### src/rtl/regfile_mp.sv
// Multi-read-port register file with one synchronous write port and a
// sequenced clear after reset (one entry per cycle).
module regfile_mp #(
    parameter int XLEN     = 32,
    parameter int NREGS    = 32,
    parameter int NRD      = 2,
    parameter int ZERO_REG = 1,
    parameter int BYPASS   = 1,
    localparam int IW      = $clog2(NREGS)
) (
    input  logic                clk,
    input  logic                rst,
    input  logic [NRD*IW-1:0]   rd_idx,
    output logic [NRD*XLEN-1:0] rd_data,
    input  logic                wr_en,
    input  logic [IW-1:0]       wr_idx,
    input  logic [XLEN-1:0]     wr_data,
    output logic                busy,
    output logic                wr_err
);

    typedef enum logic {
        CLEAR,
        READY
    } state_t;

    localparam logic [IW-1:0] FIRST   = (ZERO_REG != 0) ? IW'(1) : '0;
    localparam logic [IW-1:0] LAST    = IW'(NREGS - 1);
    localparam logic [IW:0]   NREGS_W = (IW + 1)'(NREGS);

    state_t            state;
    logic [IW-1:0]     clr_ptr;
    logic [XLEN-1:0]   mem [NREGS];
    logic              wr_legal;

    function automatic logic in_range(input logic [IW-1:0] idx);
        return {1'b0, idx} < NREGS_W;
    endfunction

    function automatic logic is_zero_reg(input logic [IW-1:0] idx);
        return (ZERO_REG != 0) && (idx == '0);
    endfunction

    assign busy     = (state == CLEAR);
    assign wr_legal = wr_en && in_range(wr_idx) && !is_zero_reg(wr_idx);

    always_ff @(posedge clk) begin
        if (rst) begin
            state   <= CLEAR;
            clr_ptr <= FIRST;
            wr_err  <= 1'b0;
        end else begin
            wr_err <= wr_en && ((state == CLEAR) || !in_range(wr_idx));
            if (state == CLEAR) begin
                if (clr_ptr == LAST) begin
                    state <= READY;
                end else begin
                    clr_ptr <= clr_ptr + 1'b1;
                end
            end
        end
    end

    // Storage has no reset of its own; the clear sequence zeroes it.
    always_ff @(posedge clk) begin
        if (!rst) begin
            if (state == CLEAR) begin
                mem[clr_ptr] <= '0;
            end else if (wr_legal) begin
                mem[wr_idx] <= wr_data;
            end
        end
    end

    always_comb begin
        logic [IW-1:0] ri;
        ri      = '0;
        rd_data = '0;
        for (int unsigned k = 0; k < NRD; k++) begin
            ri = rd_idx[k*IW +: IW];
            if (!busy && in_range(ri) && !is_zero_reg(ri)) begin
                if ((BYPASS != 0) && wr_legal && (wr_idx == ri)) begin
                    rd_data[k*XLEN +: XLEN] = wr_data;
                end else begin
                    rd_data[k*XLEN +: XLEN] = mem[ri];
                end
            end
        end
    end

endmodule

### config.mk
export PLATFORM = sky130hd
export DESIGN_NAME = regfile_mp
export DESIGN_NICKNAME = d
export VERILOG_FILES = /design/src/rtl/regfile_mp.sv
export SDC_FILE = /design/constraint.sdc
export NUM_CORES = 1
export LEC_CHECK = 0
export BUFFER_PORTS_ARGS = -buffer_cell sky130_fd_sc_hd__buf_4
export CORE_MARGIN = 2
export CORE_UTILIZATION = 30
export DETAILED_ROUTE_END_ITERATION = 10
export PLACE_DENSITY = 0.44
export SYNTH_ARGS = -nofsm -noshare
export SYNTH_HDL_FRONTEND = slang
export SYNTH_SLANG_ARGS = --single-unit
export TNS_END_PERCENT = 5
### constraint.sdc
create_clock -name clk -period 3.93 [get_ports clk]
set_input_delay 0.786 -clock clk [delete_from_list [all_inputs] [get_ports clk]]
set_output_delay 0.786 -clock clk [all_outputs]
set_load 0.03 [all_outputs]
======== Yosys cells after proc, flatten, opt, wreduce, memory -nomap -nowiden ========
Memories as Yosys holds them, arrays and structs flattened.
Cells that the tools add are included.
word-level totals
  flip-flop bits (word level) ............. 7
  bits in writable memories ............... 1024
  bits of input ports ..................... 50
  memories ................................ 1
operators by class
  add/subtract/negate cells ............... 1
  equal/unequal tests ..................... 3
  multiplexer cells ....................... 16
  bitwise gates (word level) .............. 2
  reduce and logical (&&, ||, !) cells .... 14
memories
  name  depth  bits a word  rd ports  clocked after Yosys merged registers in  write ports  RTL line  RTL
  mem   32     32           2         0                                        1            33        logic [XLEN-1:0] mem [NREGS];
operators with widths
  cell                                                           count
  32-bit 2-to-1 mux                                              5
  32-bit OR reduction                                            1
  5-bit logical NOT                                              3
  5-bit == test                                                  2
  1-bit 2-to-1 mux                                               10
  1-bit logical AND                                              6
  5-bit by 1-bit adder with 5-bit output, second input constant  1
  5-bit == test, second input constant                           1
  5-bit 2-to-1 mux                                               1
  1-bit logical NOT                                              3
  1-bit NOT                                                      2
  2-bit AND reduction                                            1

======== Depth between registers and ports, before layout ========
  depth in word-level cells ............... 9
  depth in mapped cells ................... 10
  mapped depth without buffers ............ 7

======== Worst setup path after synthesis ========
OpenSTA, ideal clock, no wires.
  path kind ............................... input to register
  start point ............................. input port wr_idx[2]
  end point ............................... memory mem[8][0] (enable)
  arrival ................................. 3.500 ns
  required time ........................... 3.509 ns
  setup slack ............................. 0.009 ns
  stages on the path ...................... 7
  path buffers ............................ 2
  cell sequence ........................... buf_2 > nor3_1 > a211oi_2 > buf_2 > mux2i_1 > nand2_1 > nor2_1
on the way
  word-level cells in the longest chain between the ends .. 9
  elaborated cells on any way between the ends .. 10
RTL lines
  item                                                                   RTL line  RTL
  start: declaration                                                     16        input logic [IW-1:0] wr_idx,
  5-bit logical NOT                                                      41        return (ZERO_REG != 0) && (idx == '0);
  1-bit logical NOT                                                      45        assign wr_legal = wr_en && in_range(wr_idx) && !is_zero_reg(wr_idx);
  1-bit logical AND                                                      45
  1-bit 2-to-1 mux                                                       69        end else if (wr_legal) begin
  1-bit 2-to-1 mux                                                       67        if (state == CLEAR) begin
  1-bit 2-to-1 mux                                                       66        if (!rst) begin
  1-bit 2-to-1 mux (implied by the code)                                 70        mem[wr_idx] <= wr_data;
  32-bit OR reduction (no source line)                                   n/a
  5-bit 2-to-1 mux (no source line) or 1-bit 2-to-1 mux (tied branches)  n/a
  end: declaration                                                       33
Several ways; a longest one is shown, not always the timed one.

======== Worst setup path after layout ========
  start point ............................. input port rd_idx[1]
  end point ............................... output port rd_data[3]
on the way
  word-level cells in the longest chain between the ends .. 4
  elaborated cells on any way between the ends .. 8
RTL lines
  item                                                                             RTL line  RTL
  start: declaration                                                               13        input logic [NRD*IW-1:0] rd_idx,
  parallel branches: the longest is 3 deep, another holds memory read 32 x 32 bit  n/a
  32-bit 2-to-1 mux *                                                              81        if (!busy && in_range(ri) && !is_zero_reg(ri)) begin
  end: declaration                                                                 14        output logic [NRD*XLEN-1:0] rd_data,
Mark *: on every way between the ends.

==> results.json <==
{
  "nNetsFinal": 3196,
  "relSlewSlack": 0.301,
  "final_layout_size_suffix_gt1_frac": 0.316,
  "die_area_mm2": 0.168,
  "postLayoutCoreUtil": 0.364,
  "start_kind": "input port",
  "diodes": 0,
  "fmax_mhz": 251,
  "hold_viol": 0,
  "synth_top_cell_area_share": 0.623,
  "drc": 0,
  "final.period_utilization": 1.01,
  "setup_ws_ns": -0.0578,
  "synth_top_area_cell": "edfxtp_1",
  "criticalPathCategory": "in -> out",
  "tns_ns": -0.0578,
  "multi_input_area_mm2": 0.0175,
  "reg2reg_to": "mem[25][19]",
  "post-route-min-period_ns": 3.99,
  "power_leakage_nw": 18.5,
  "mappedNetlistNets": 2900,
  "whs_path_depth": 2,
  "cp-startpoint": "rd_idx[1]",
  "clk_root_buffer_cell": "clkbuf_16",
  "p_sw_frac": 0.235,
  "seq_area_frac_synth": 0.625,
  "synth_edf_count": 1024,
  "status": "finished with violations",
  "firstDrtPassIters": 6,
  "grt.total_usage": 0.221,
  "synth.distinct_cells": 58,
  "gp_congestion": 0.825,
  "p_switching_mw": 5.90,
  "die_w_um": 410,
  "syn_avg_cell_area_um2": 17.3,
  "seq_area_mm2": 0.0309,
  "grt_pass1_wl_mm": 261,
  "power_density_mw_per_mm2": 423,
  "vias": 31300,
  "area_growth_pct": 20.3,
  "reg2reg_slack_ns": 1.06,
  "rr_worst_depth": 7,
  "critPathMaxFanout": 15,
  "synthArstFlopShare": 0,
  "intPower_mw": 19.2,
  "clk_latency_ns": 0.77,
  "cts.sinks": 1031,
  "p_seq_frac": 0.481,
  "syn_inst": 2848,
  "postRouteAntennaNets": 0,
  "netlist_top_cells_area": "edfxtp_1 62%, mux4_2 17%, mux2i_1 6.8%",
  "pwr-share-comb": 0.084,
  "setup_violations": 1,
  "routedWlPerCell_um": 34.6,
  "wirelength_mm": 187,
  "pwr-share-clk": 0.435,
  "finClkSkew_ns": 0.0415,
  "worstHoldPathType": "in -> reg",
  "dp_hpwl_mm": 113,
  "grt_pass1_vias": 32400,
  "tightest_slew_ns": 1.05,
  "ios": 116,
  "worst-endpoint-required_ns": 3.14,
  "holdPathEnd": "wr_err",
  "port_buffers": 115,
  "numCtsBuffers": 117,
  "rsz0062_at_grt": "yes",
  "cts_buffer_depth": 3,
  "whs_ns": 0.315,
  "post-place-ws_ns": -0.183,
  "clk_pin_slew_ns": 0.06,
  "coreArea_mm2": 0.163,
  "regToRegStartpoint": "state",
  "die_h_um": 410,
  "nFillCells": 15100,
  "row_count": 148,
  "yosysWarnings": 0,
  "worstHoldStart": "rst",
  "syn_area_mm2": 0.0494,
  "cts_hold_buf": 0,
  "via_per_inst": 5.78,
  "synth_flop_cell": "edfxtp_1",
  "grt_overflow": 0,
  "drt_first_iter_violations": 2897,
  "cts-htree-levels": 3,
  "drv_slew": 0,
  "failed_checks": "setup timing",
  "tritoncts": "done",
  "start_util": 0.303,
  "ys_ff_latch": 1031,
  "drv_cap": 0,
  "antenna_found_initial": 6,
  "grt_start_max_net_pins": 41,
  "cp.arrival_ns": 3.20,
  "vdd_drop_max_mv": 0.343,
  "end_kind": "output port"
}
## kinds of logic (layout without fill, tap and decap cells)
logic type / count (synthesis) / count (layout) / synth area share
AO/OA/AOI/OAI: 482 / 482 / 0.0717
XOR/XNOR: 13 / 13 / 0.00231
adder cells (fa/ha/maj): 2 / 2 / 0.000507
buffers and inverters: 260 / 645 / 0.0277
flip-flops: 1031 / 1031 / 0.625
multiplexers: 728 / 728 / 0.242
AND/OR/NAND/NOR: 332 / 332 / 0.0301
## metrics by stage
step                cells  cell area (um2)  total power, mW
floorplan            2848            49400             13.5
global route         5408            59400             25.9
finish               5408            59400             25.1
detailed placement   5199            55600             14.4
CTS                  5408            59400             25.4
global placement     5199            55600             14.4
## worst max-delay path, stage by stage
cell	delay, ns
buf_8	0.24
buf_12	0.24
xor2_1	0.09
nor3_1	0.20
nand4_1	0.16
buf_4	0.20
nor2_4	0.51
nand2_1	0.25
nand2_2	0.23
buf_4	0.20
## cells in the mapped netlist (16+ instances only)
| master | instances |
|---|---|
| nor3_1 | 28 |
| buf_2 | 40 |
| o21ai_0 | 52 |
| a221o_1 | 40 |
| mux2_2 | 22 |
| buf_6 | 24 |
| nand2_1 | 115 |
| inv_1 | 22 |
| buf_4 | 40 |
| o22ai_1 | 28 |
| mux4_2 | 372 |
| and2_1 | 33 |
| nand3_1 | 16 |
| o211ai_1 | 71 |
| a21oi_1 | 55 |
| nor2_1 | 105 |
| mux2i_1 | 334 |
| a221oi_1 | 120 |
| a22oi_1 | 53 |
| clkbuf_1 | 118 |
| a31oi_1 | 24 |
| edfxtp_1 | 1024 |
## power by group through the flow
| stage | Clock (mW) | Sequential, mW | Combinational [mW] |
|---|---|---|---|
| floorplan | 0 | 12.3 | 1.18 |
| global placement | 0 | 12.3 | 2.08 |
| detailed placement | 0 | 12.3 | 2.09 |
| CTS | 11.2 | 12.1 | 2.10 |
| global route | 11.6 | 12.1 | 2.19 |
| finish | 10.9 | 12.1 | 2.10 |
## state kept, by name, indices dropped and copies added (netlist names)
| name | flops |
|---|---|
| wr_err | 1 |
| mem | 1024 |
| state | 1 |
| clr_ptr | 5 |
## repair_timing
action | 4_1_cts | 5_1_grt
pin swaps | 2 | 0
setup buffers | 1 | 0
gates resized for setup | 8 | 7
setup endpoints to repair | 21 | 25
## cell type report
cell class / instances / share of cell area
Clock buffer: 135 / 0.0511
Clock inverter: 73 / 0.0123
Inverter: 24 / 0.00158
Multi-Input combinational cell: 1557 / 0.295
Sequential cell: 1031 / 0.520
Tap cell: 2175 / 0.0458
Timing Repair Buffer: 413 / 0.0747
## placed cells by master (no fill, tap or decap), types with 8 or more instances in the layout
cell type / netlist / final
a211oi_1: 11 / 9
a21oi_1: 55 / 53
a221o_1: 40 / 40
a221oi_1: 120 / 119
a22oi_1: 53 / 50
a31oi_1: 24 / 24
and2_1: 33 / 32
buf_12: 0 / 104
buf_4: 40 / 305
bufinv_16: 0 / 13
clkbuf_1: 118 / 16
clkbuf_16: 0 / 119
clkinv_1: 2 / 35
clkinv_2: 0 / 18
edfxtp_1: 1024 / 1024
inv_1: 22 / 21
mux2_2: 22 / 22
mux2i_1: 334 / 334
mux4_2: 372 / 372
nand2_1: 115 / 114
nand3_1: 16 / 16
nand4_1: 8 / 8
nor2_1: 105 / 70
nor2_4: 0 / 35
nor3_1: 28 / 25
o211ai_1: 71 / 71
o21ai_0: 52 / 52
o21ai_1: 10 / 10
o22ai_1: 28 / 28
xor2_1: 8 / 8
## worst max path at each step
stage                  endpoint  slack [ns]  cells past startpoint
floorplan             mem[8][0]       0.009                      7
global placement    rd_data[47]       -0.23                     10
detailed placement  rd_data[47]       -0.18                     10
CTS                 rd_data[11]       -0.02                      8
global route         rd_data[3]       -0.07                     10
finish               rd_data[3]       -0.06                     10
## routing by layer
layer / up-vias / routed length [um] / track usage
li1: 12700 / - / -
met5: - / 17 / 0
met2: 1402 / 89400 / 0.363
met1: 16900 / 79100 / 0.298
met3: 330 / 12100 / 0.0351
met4: 4 / 6450 / 0.0736
(Power assumes the default switching activity.)
